--- src/rtl/axi_slave_arbiter_if.sv ---
// Handshake bundle between two AXI masters, the arbiter and one shared slave.
// Payload buses (address, ID, LEN, data, STRB) stay outside and are muxed on SEL_M.
interface axi_slave_arbiter_if;
    // Master-facing handshakes, bit i belongs to master i
    logic [1:0] ARVALID_M;
    logic [1:0] ARREADY_M;
    logic [1:0] AWVALID_M;
    logic [1:0] AWREADY_M;
    logic [1:0] WVALID_M;
    logic [1:0] WLAST_M;
    logic [1:0] WREADY_M;
    logic [1:0] RVALID_M;
    logic [1:0] RREADY_M;
    logic [1:0] BVALID_M;
    logic [1:0] BREADY_M;

    // Slave-facing handshakes
    logic       ARVALID_S;
    logic       AWVALID_S;
    logic       WVALID_S;
    logic       RREADY_S;
    logic       BREADY_S;
    logic       ARREADY_S;
    logic       AWREADY_S;
    logic       WREADY_S;
    logic       RVALID_S;
    logic       RLAST_S;
    logic       BVALID_S;

    // The arbiter itself: a slave to the two masters, a master to the shared slave
    modport slave (
        input  ARVALID_M, AWVALID_M, WVALID_M, WLAST_M, RREADY_M, BREADY_M,
        input  ARREADY_S, AWREADY_S, WREADY_S, RVALID_S, RLAST_S, BVALID_S,
        output ARREADY_M, AWREADY_M, WREADY_M, RVALID_M, BVALID_M,
        output ARVALID_S, AWVALID_S, WVALID_S, RREADY_S, BREADY_S
    );

    // The surrounding environment (masters plus slave) as seen from outside
    modport master (
        output ARVALID_M, AWVALID_M, WVALID_M, WLAST_M, RREADY_M, BREADY_M,
        output ARREADY_S, AWREADY_S, WREADY_S, RVALID_S, RLAST_S, BVALID_S,
        input  ARREADY_M, AWREADY_M, WREADY_M, RVALID_M, BVALID_M,
        input  ARVALID_S, AWVALID_S, WVALID_S, RREADY_S, BREADY_S
    );
endinterface

--- src/rtl/axi_slave_arbiter.sv ---
// Two-master to one-slave AXI handshake arbiter. A granted transaction owns
// the slave from its address phase to its final handshake (RLAST or B).
// Masters are served round-robin on a tie; WR_FIRST picks write vs read
// inside one master. Only handshakes are switched here; payload muxes
// outside key on SEL_M.
module axi_slave_arbiter #(
    parameter bit WR_FIRST = 1'b1
) (
    input  logic               ACLK,
    input  logic               ARESETn,
    axi_slave_arbiter_if.slave bus,
    output logic               SEL_M,
    output logic               BUSY
);

    typedef enum logic [2:0] {
        S_IDLE  = 3'd0,
        S_AR    = 3'd1,
        S_RDATA = 3'd2,
        S_AW    = 3'd3,
        S_WDATA = 3'd4,
        S_BRESP = 3'd5
    } state_t;

    state_t     state_q, state_d;
    logic       sel_q, sel_d;
    logic       last_q, last_d;

    logic [1:0] elig;
    logic       grant;
    logic       grant_wr;
    logic [1:0] sel_oh;
    logic       ar_hs;
    logic       r_done;
    logic       aw_hs;
    logic       w_done;
    logic       b_done;

    // Arbitration among masters presenting an address request
    always_comb begin
        elig     = bus.ARVALID_M | bus.AWVALID_M;
        // On a tie the master that did not win last time goes next
        grant    = (elig == 2'b11) ? ~last_q : elig[1];
        grant_wr = WR_FIRST ? bus.AWVALID_M[grant] : ~bus.ARVALID_M[grant];
    end

    // Handshake completions of the selected master, qualified by state later
    always_comb begin
        sel_oh = sel_q ? 2'b10 : 2'b01;
        ar_hs  = bus.ARVALID_M[sel_q] & bus.ARREADY_S;
        r_done = bus.RVALID_S & bus.RREADY_M[sel_q] & bus.RLAST_S;
        aw_hs  = bus.AWVALID_M[sel_q] & bus.AWREADY_S;
        w_done = bus.WVALID_M[sel_q] & bus.WREADY_S & bus.WLAST_M[sel_q];
        b_done = bus.BVALID_S & bus.BREADY_M[sel_q];
    end

    // State, grant and round-robin registers; reset aborts any transaction
    always_ff @(posedge ACLK or negedge ARESETn) begin
        if (!ARESETn) begin
            state_q <= S_IDLE;
            sel_q   <= 1'b0;
            last_q  <= 1'b1;
        end else begin
            state_q <= state_d;
            sel_q   <= sel_d;
            last_q  <= last_d;
        end
    end

    // Next-state logic: grant only from IDLE, then walk the owned transaction
    always_comb begin
        state_d = state_q;
        sel_d   = sel_q;
        last_d  = last_q;
        case (state_q)
            S_IDLE: begin
                if (|elig) begin
                    state_d = grant_wr ? S_AW : S_AR;
                    sel_d   = grant;
                    last_d  = grant;
                end
            end
            // A dropped valid simply holds here; there is no regrant path
            S_AR:    if (ar_hs)  state_d = S_RDATA;
            S_RDATA: if (r_done) state_d = S_IDLE;
            S_AW:    if (aw_hs)  state_d = S_WDATA;
            S_WDATA: if (w_done) state_d = S_BRESP;
            S_BRESP: if (b_done) state_d = S_IDLE;
            default: state_d = S_IDLE;
        endcase
    end

    // Handshake routing: only the phase matching the state is connected
    always_comb begin
        bus.ARREADY_M = 2'b00;
        bus.AWREADY_M = 2'b00;
        bus.WREADY_M  = 2'b00;
        bus.RVALID_M  = 2'b00;
        bus.BVALID_M  = 2'b00;
        bus.ARVALID_S = 1'b0;
        bus.AWVALID_S = 1'b0;
        bus.WVALID_S  = 1'b0;
        bus.RREADY_S  = 1'b0;
        bus.BREADY_S  = 1'b0;
        case (state_q)
            S_AR: begin
                bus.ARVALID_S = bus.ARVALID_M[sel_q];
                bus.ARREADY_M = sel_oh & {2{bus.ARREADY_S}};
            end
            S_RDATA: begin
                bus.RVALID_M  = sel_oh & {2{bus.RVALID_S}};
                bus.RREADY_S  = bus.RREADY_M[sel_q];
            end
            S_AW: begin
                bus.AWVALID_S = bus.AWVALID_M[sel_q];
                bus.AWREADY_M = sel_oh & {2{bus.AWREADY_S}};
            end
            S_WDATA: begin
                bus.WVALID_S  = bus.WVALID_M[sel_q];
                bus.WREADY_M  = sel_oh & {2{bus.WREADY_S}};
            end
            S_BRESP: begin
                bus.BVALID_M  = sel_oh & {2{bus.BVALID_S}};
                bus.BREADY_S  = bus.BREADY_M[sel_q];
            end
            default: begin
                bus.ARVALID_S = 1'b0;
            end
        endcase
    end

    // Status outputs
    always_comb begin
        SEL_M = sel_q;
        BUSY  = (state_q != S_IDLE);
    end

endmodule

--- src/flat_wrapper.sv ---
// flat-port wrapper written by rule: the top's interface ports become plain ports
module axi_slave_arbiter_flat 
#(
    parameter bit WR_FIRST = 1'b1
)
  (ACLK, ARESETn, SEL_M, BUSY, bus_ARVALID_M, bus_AWVALID_M, bus_WVALID_M, bus_WLAST_M, bus_RREADY_M, bus_BREADY_M, bus_ARREADY_S, bus_AWREADY_S, bus_WREADY_S, bus_RVALID_S, bus_RLAST_S, bus_BVALID_S, bus_ARREADY_M, bus_AWREADY_M, bus_WREADY_M, bus_RVALID_M, bus_BVALID_M, bus_ARVALID_S, bus_AWVALID_S, bus_WVALID_S, bus_RREADY_S, bus_BREADY_S);
  axi_slave_arbiter_if bus_i ();
  input  logic ACLK;
  input  logic ARESETn;
  output logic SEL_M;
  output logic BUSY;
  input wire logic [$bits(bus_i.ARVALID_M)-1:0] bus_ARVALID_M;
  input wire logic [$bits(bus_i.AWVALID_M)-1:0] bus_AWVALID_M;
  input wire logic [$bits(bus_i.WVALID_M)-1:0] bus_WVALID_M;
  input wire logic [$bits(bus_i.WLAST_M)-1:0] bus_WLAST_M;
  input wire logic [$bits(bus_i.RREADY_M)-1:0] bus_RREADY_M;
  input wire logic [$bits(bus_i.BREADY_M)-1:0] bus_BREADY_M;
  input wire logic [$bits(bus_i.ARREADY_S)-1:0] bus_ARREADY_S;
  input wire logic [$bits(bus_i.AWREADY_S)-1:0] bus_AWREADY_S;
  input wire logic [$bits(bus_i.WREADY_S)-1:0] bus_WREADY_S;
  input wire logic [$bits(bus_i.RVALID_S)-1:0] bus_RVALID_S;
  input wire logic [$bits(bus_i.RLAST_S)-1:0] bus_RLAST_S;
  input wire logic [$bits(bus_i.BVALID_S)-1:0] bus_BVALID_S;
  output wire logic [$bits(bus_i.ARREADY_M)-1:0] bus_ARREADY_M;
  output wire logic [$bits(bus_i.AWREADY_M)-1:0] bus_AWREADY_M;
  output wire logic [$bits(bus_i.WREADY_M)-1:0] bus_WREADY_M;
  output wire logic [$bits(bus_i.RVALID_M)-1:0] bus_RVALID_M;
  output wire logic [$bits(bus_i.BVALID_M)-1:0] bus_BVALID_M;
  output wire logic [$bits(bus_i.ARVALID_S)-1:0] bus_ARVALID_S;
  output wire logic [$bits(bus_i.AWVALID_S)-1:0] bus_AWVALID_S;
  output wire logic [$bits(bus_i.WVALID_S)-1:0] bus_WVALID_S;
  output wire logic [$bits(bus_i.RREADY_S)-1:0] bus_RREADY_S;
  output wire logic [$bits(bus_i.BREADY_S)-1:0] bus_BREADY_S;
  assign bus_i.ARVALID_M = bus_ARVALID_M;
  assign bus_i.AWVALID_M = bus_AWVALID_M;
  assign bus_i.WVALID_M = bus_WVALID_M;
  assign bus_i.WLAST_M = bus_WLAST_M;
  assign bus_i.RREADY_M = bus_RREADY_M;
  assign bus_i.BREADY_M = bus_BREADY_M;
  assign bus_i.ARREADY_S = bus_ARREADY_S;
  assign bus_i.AWREADY_S = bus_AWREADY_S;
  assign bus_i.WREADY_S = bus_WREADY_S;
  assign bus_i.RVALID_S = bus_RVALID_S;
  assign bus_i.RLAST_S = bus_RLAST_S;
  assign bus_i.BVALID_S = bus_BVALID_S;
  assign bus_ARREADY_M = bus_i.ARREADY_M;
  assign bus_AWREADY_M = bus_i.AWREADY_M;
  assign bus_WREADY_M = bus_i.WREADY_M;
  assign bus_RVALID_M = bus_i.RVALID_M;
  assign bus_BVALID_M = bus_i.BVALID_M;
  assign bus_ARVALID_S = bus_i.ARVALID_S;
  assign bus_AWVALID_S = bus_i.AWVALID_S;
  assign bus_WVALID_S = bus_i.WVALID_S;
  assign bus_RREADY_S = bus_i.RREADY_S;
  assign bus_BREADY_S = bus_i.BREADY_S;
  axi_slave_arbiter #(.WR_FIRST(WR_FIRST)) u_core (.ACLK(ACLK), .ARESETn(ARESETn), .bus(bus_i), .SEL_M(SEL_M), .BUSY(BUSY));
endmodule
--- config.mk ---
export PLATFORM = sky130hd
export DESIGN_NAME = axi_slave_arbiter_flat
export DESIGN_NICKNAME = d
export VERILOG_FILES = /design/src/rtl/axi_slave_arbiter_if.sv /design/src/rtl/axi_slave_arbiter.sv /design/src/flat_wrapper.sv
export SDC_FILE = /design/constraint.sdc
export NUM_CORES = 1
export LEC_CHECK = 0
export CORE_MARGIN = 5
export CORE_UTILIZATION = 30
export DETAILED_ROUTE_END_ITERATION = 8
export PLACE_DENSITY = 0.74
export SLEW_MARGIN = 20
export SYNTH_ARGS = -nofsm -noshare
export SYNTH_HDL_FRONTEND = slang
export SYNTH_SLANG_ARGS = --single-unit
--- constraint.sdc ---
create_clock -name ACLK -period 1.5 [get_ports ACLK]
set_clock_uncertainty 0.2 [all_clocks]
set_input_delay 0.225 -clock ACLK [delete_from_list [all_inputs] [get_ports ACLK]]
set_output_delay 0.225 -clock ACLK [all_outputs]
set_load 0.05 [all_outputs]
[Word level (Yosys, flattened, before mapping)]
Cells that the tools add are included.
Widths: inputs -> output; s select.
Word-level totals
  input port bits: 20
  logic and storage cells: 70
  output and inout port bits: 17
  register bits: 5
Cells by class
  multiplexer cells: 34
  bitwise operators: 14
  eq/ne operators: 12
  reduce and logical (&&, ||, !) cells: 5
  $lt $le $gt $ge: 2
Operators by type and width (number)
  $mux 1: 20
  $mux 3: 6
  $pmux 3 s6: 1
  $mux 2: 7
  $ne 2x1->1 const B: 6
  $and 2x2->2: 5
  $and 1x1->1: 7
  $eq 3x2->1 const B: 2
  $eq 3x3->1 const B: 2
  $reduce_and 6->1: 1
  $lt 1x2->1 const B: 2
  $eq 3x1->1 const B: 1
  $logic_not 3->1: 1
  $reduce_bool 3->1: 1
  $eq 2x2->1 const B: 1
  $or 2x2->2: 1
  $reduce_and 2->1: 1
  $reduce_or 2->1: 1
  $not 1->1: 1

[Longest topological paths before layout]
  word-level depth: 8
  depth in mapped cells: 5
  gate-level depth less buffers: 4

[Least setup slack after synthesis]
OpenSTA, ideal clock, no wires.
  path kind: register to output
  start: register u_core.sel_q (netlist: u_core.SEL_M)
  end: output port bus_WVALID_S
  stages on the path, launching flop included: 4
  path buffers: 1
  data required time: 1.075 ns
  slack: -1.576 ns
  arrival time: 2.651 ns
  cells stage by stage: dfrtp_1 > buf_4 > mux2i_1 > nor4b_1
On the way
  longest elaborated chain between the ends: 3
RTL lines
  start: declaration: line axi_slave_arbiter.sv:26  | logic sel_q, sel_d;
  start signal: assignment: line axi_slave_arbiter.sv:65  | sel_q <= sel_d;
  $mux 1 (not written as such) (2 in series): line axi_slave_arbiter.sv:119  | bus.WVALID_S = bus.WVALID_M[sel_q];
  $mux 1: line axi_slave_arbiter.sv:105  | case (state_q)
  end: declaration: line flat_wrapper.sv:31  | output wire logic [$bits(bus_i.WVALID_S)-1:0] bus_WVALID_S;
Every way passes these cells. The select of a mux whose other input is x is not followed.

[Worst setup path after layout]
  start: register u_core.sel_q (netlist: u_core.SEL_M)
  end: output port bus_BREADY_S
On the way
  longest elaborated chain between the ends: 3
RTL lines
  $mux 1 (not written as such) (2 in series): line axi_slave_arbiter.sv:124  | bus.BREADY_S = bus.BREADY_M[sel_q];
  $mux 1: line axi_slave_arbiter.sv:105
  end: declaration: line flat_wrapper.sv:33  | output wire logic [$bits(bus_i.BREADY_S)-1:0] bus_BREADY_S;
Every way passes these cells. The select of a mux whose other input is x is not followed.

==> results.tsv <==
stage	metric	value	unit
critical_path	Critical Path Start Type	flop	
sta	fin crit period	1890	ps
grt	largest net degree at the start of global routing	12	
sta	Final WS setup	-392	ps
critical_path	Critical Path RT	1070	ps
critical_path	WP depth	4	
grt	total track usage	0.180	
synth	Mapped Area	523	um2
clocking	clock-pin transition on the worst setup and hold timing paths	50	ps
synth	Seq/Total Area, Yosys	0.242	
floorplan	Core Rows	15	
sta	final hold slack	416	ps
clocking	H-tree Lvls	1	
final_layout	layout filler cell count	64	
grt	grt ovf	0	
run	number of max-cap violations	0	
critical_path	cell family with the largest share of critical-path delay	flip-flops	
critical_path	Critical Path Slowest Stage Cell	dfrtp_2	
power	maximum VDD drop	1300	uV
synth	Async SR Flop Fraction	1.00	
critical_path	CP Class	reg -> out	
floorplan	die footprint	0.00268	mm2
critical_path	sum of buffers and inverters on the critical path	2	
sta	Hold Fails Final Rpt	0	
grt	initial antenna violation count	0	
floorplan	total core area	0.00169	mm2
sta	setup violators final	21	
route	vias per cell	5.63	
synth	largest area contributor in the netlist	dfrtp_1	
route	WL final	2970	um
hold_path	Hold Startpoint	u_core.state_q[2]	
final_layout	nets@finish	156	
placed_design	Setup Slack @ Placement	-366	ps
synth	top_reg_cell synth	dfrtp_1	
critical_path	reg2reg start	u_core.state_q[0]	
run_status	failing checks	negative setup slack	
run_status	status	finished with violations	
critical_path	crit path DAT	1470	ps
sta	Slew headroom	0.773	
placed_design	placed cell area	0.00129	mm2
synth	Post-Syn Instances	69	
sta	final period utilization	1.26	
route	final antenna-violating net count	0	
clocking	root buf cell	clkbuf_4	
grt	vias in the first global route	804	
final_layout	Design Area, Final	0.00153	mm2
sta	Worst-Margin Slew	341	ps
synth	mean post-synth cell area	7.58	um2
route	Via Count	856	
final_layout	Area Overhead vs Synth	192	%
critical_path	crit path cell chain	mux2i_1 -> buf_4 -> nor2b_4 -> buf_12	
clocking	total CTS buffers	3	
route	Iter 0 DRT Violations	22	
sta	final setup TNS	-5880	ps
synth	number of synthesized register bits	5	
critical_path	worst-path fanout max	8	
critical_path	CP Capture Type	primary output	
floorplan	Initial Utilization	0.310	
synth	top-area cell type share of the netlist area	0.191	
clocking	clock buffer depth	2	
final_layout	Final Util	0.904	
sta	Slew Viols, Final	0	
synth	Unique masters post-synth	30	
placed_design	RePlAce Congestion	0.775	
synth	Warnings, synthesis	0	
power	Pleak	0.614	nW
clocking	Clock Sinks	5	
clocking	TritonCTS clock tree	yes	
critical_path	crit-path max cell delay	520	ps
synth	Post-Syn Nets	89	
synth	top post-synthesis cells by area	dfrtp_1 (19%), nor2_1 (11%), mux2i_1 (7.7%)	
sta	RSZ-0062 raised after global routing	true	
final_layout	# diodes	0	
critical_path	critical path startpoint	u_core.SEL_M	
final_layout	fraction of layout cells with a size suffix above 1	0.644	
hold_path	Tightest Hold Check Type	reg -> reg	
route	Pre-Repair DR Iteration Count	4	
route	Wirelength per Cell	19.5	um
clocking	Skew-Pair Late Insertion Delay	240	ps
critical_path	worst reg2reg endpoint	u_core.state_q[1]	
floorplan	Die Y	51.8	um
hold_path	hold path cells	1	
floorplan	I/O pins	37	
route	drc violations	0	
placed_design	HPWL Detailed	1780	um
power	P per Cell Area	1830	mW/mm2
critical_path	setup slack, reg-to-reg	-300	ps
hold_path	end of the worst hold path	u_core.state_q[1]	
floorplan	Die Width	51.8	um
critical_path	Worst Reg-to-Reg Cells	6	
grt	first-pass GRT wire length	3620	um
synth	number of flops mapped to enable cells by yosys	0	
sta	f_max	529	MHz
placed_design	I/O Buffers	36	
[Yosys cell counts (2+ instances only)]
| cell | number |
|---|---|
| nor2_1 | 15 |
| nand2_1 | 7 |
| and3_1 | 5 |
| dfrtp_1 | 4 |
| mux2i_1 | 4 |
| a21oi_1 | 3 |
| a211oi_1 | 2 |
| buf_2 | 2 |
| inv_1 | 2 |
| nand2b_1 | 2 |
| nand3_1 | 2 |
| nand3b_1 | 2 |
| o21ai_0 | 2 |
[where the power goes]
part	switching, W	total, W	internal, W
logic	0.00108	0.00226	0.00118
clock network	0.0000588	0.000160	0.000101
registers	0.000163	0.000382	0.000220
[logic make-up after synthesis]
kind of cell / Yosys count / share of synthesized area
AND/OR/NAND/NOR: 42 / 0.423
AO/OA/AOI/OAI: 12 / 0.182
multiplexers: 5 / 0.105
flip-flops: 5 / 0.242
buffers and inverters: 5 / 0.0479
[worst max-delay path by stage]
stage	end	slack (ps)
floorplan	bus_WVALID_S	-440
global placement	u_core.state_q[1]	-300
detailed placement	u_core.state_q[1]	-370
CTS	bus_WVALID_S	-360
global route	bus_ARREADY_M[1]	-450
finish	bus_BREADY_S	-390
[sequential cells by signal, summed over array words and instances (netlist names)]
signal          cells
u_core.last_q       1
u_core.SEL_M        1
u_core.state_q      3
[stage by stage]
stage | power [W] | cells
2_1_floorplan | 0.00133 | 69
3_3_place_gp | 0.00210 | 139
3_5_place_dp | 0.00215 | 139
4_1_cts | 0.00250 | 148
5_1_grt | 0.00292 | 152
6_report | 0.00280 | 152
[per-layer routing]
metal	share of wire	up-vias	wire length (um)	track usage
met1	0.37	412	1100	0.198
li1	-	387	-	-
met4	0.035	0	104	0.0699
met3	0.066	12	197	0.0229
met2	0.53	45	1570	0.345
met5	0	-	0	0
[cells in the final DEF, fill, tap and decap left out, drive strengths merged, types with 2 or more instances in the layout]
| cell type | instances |
|---|---|
| a211oi | 2 |
| a21oi | 3 |
| and3 | 5 |
| buf | 45 |
| clkbuf | 4 |
| clkdlybuf4s50 | 19 |
| dfrtp | 4 |
| inv | 2 |
| mux2i | 4 |
| nand2 | 7 |
| nand2b | 2 |
| nand3 | 2 |
| nand3b | 2 |
| nor2 | 15 |
| o21ai | 2 |
[repair_timing]
action	in CTS	in global routing
gates cloned	0	0
setup buffers	4	4
resized for setup	16	16
pin swaps	1	12
hold endpoints to repair	3	0
setup endpoints to repair	21	21
hold buffers	1	0
[worst reg2reg max path: cells and delay by family (launching register included)]
family	cells	cell delay, ps
DFF	1	430
AOI/OAI and AO/OA	1	170
buffers and inverters	2	250
and+or+nand+nor	3	640
[cell type report]
| type | instances | area (um2) | share of cell area |
|---|---|---|---|
| flip-flops and latches | 5 | 131 | 0.0861 |
| repair buffers | 65 | 785 | 0.514 |
| inverters | 2 | 7.51 | 0.00492 |
| well taps | 17 | 21.3 | 0.0139 |
| multi-input cells | 59 | 556 | 0.364 |
| clock buffers | 4 | 26.3 | 0.0172 |
(Power assumes the default switching activity.)
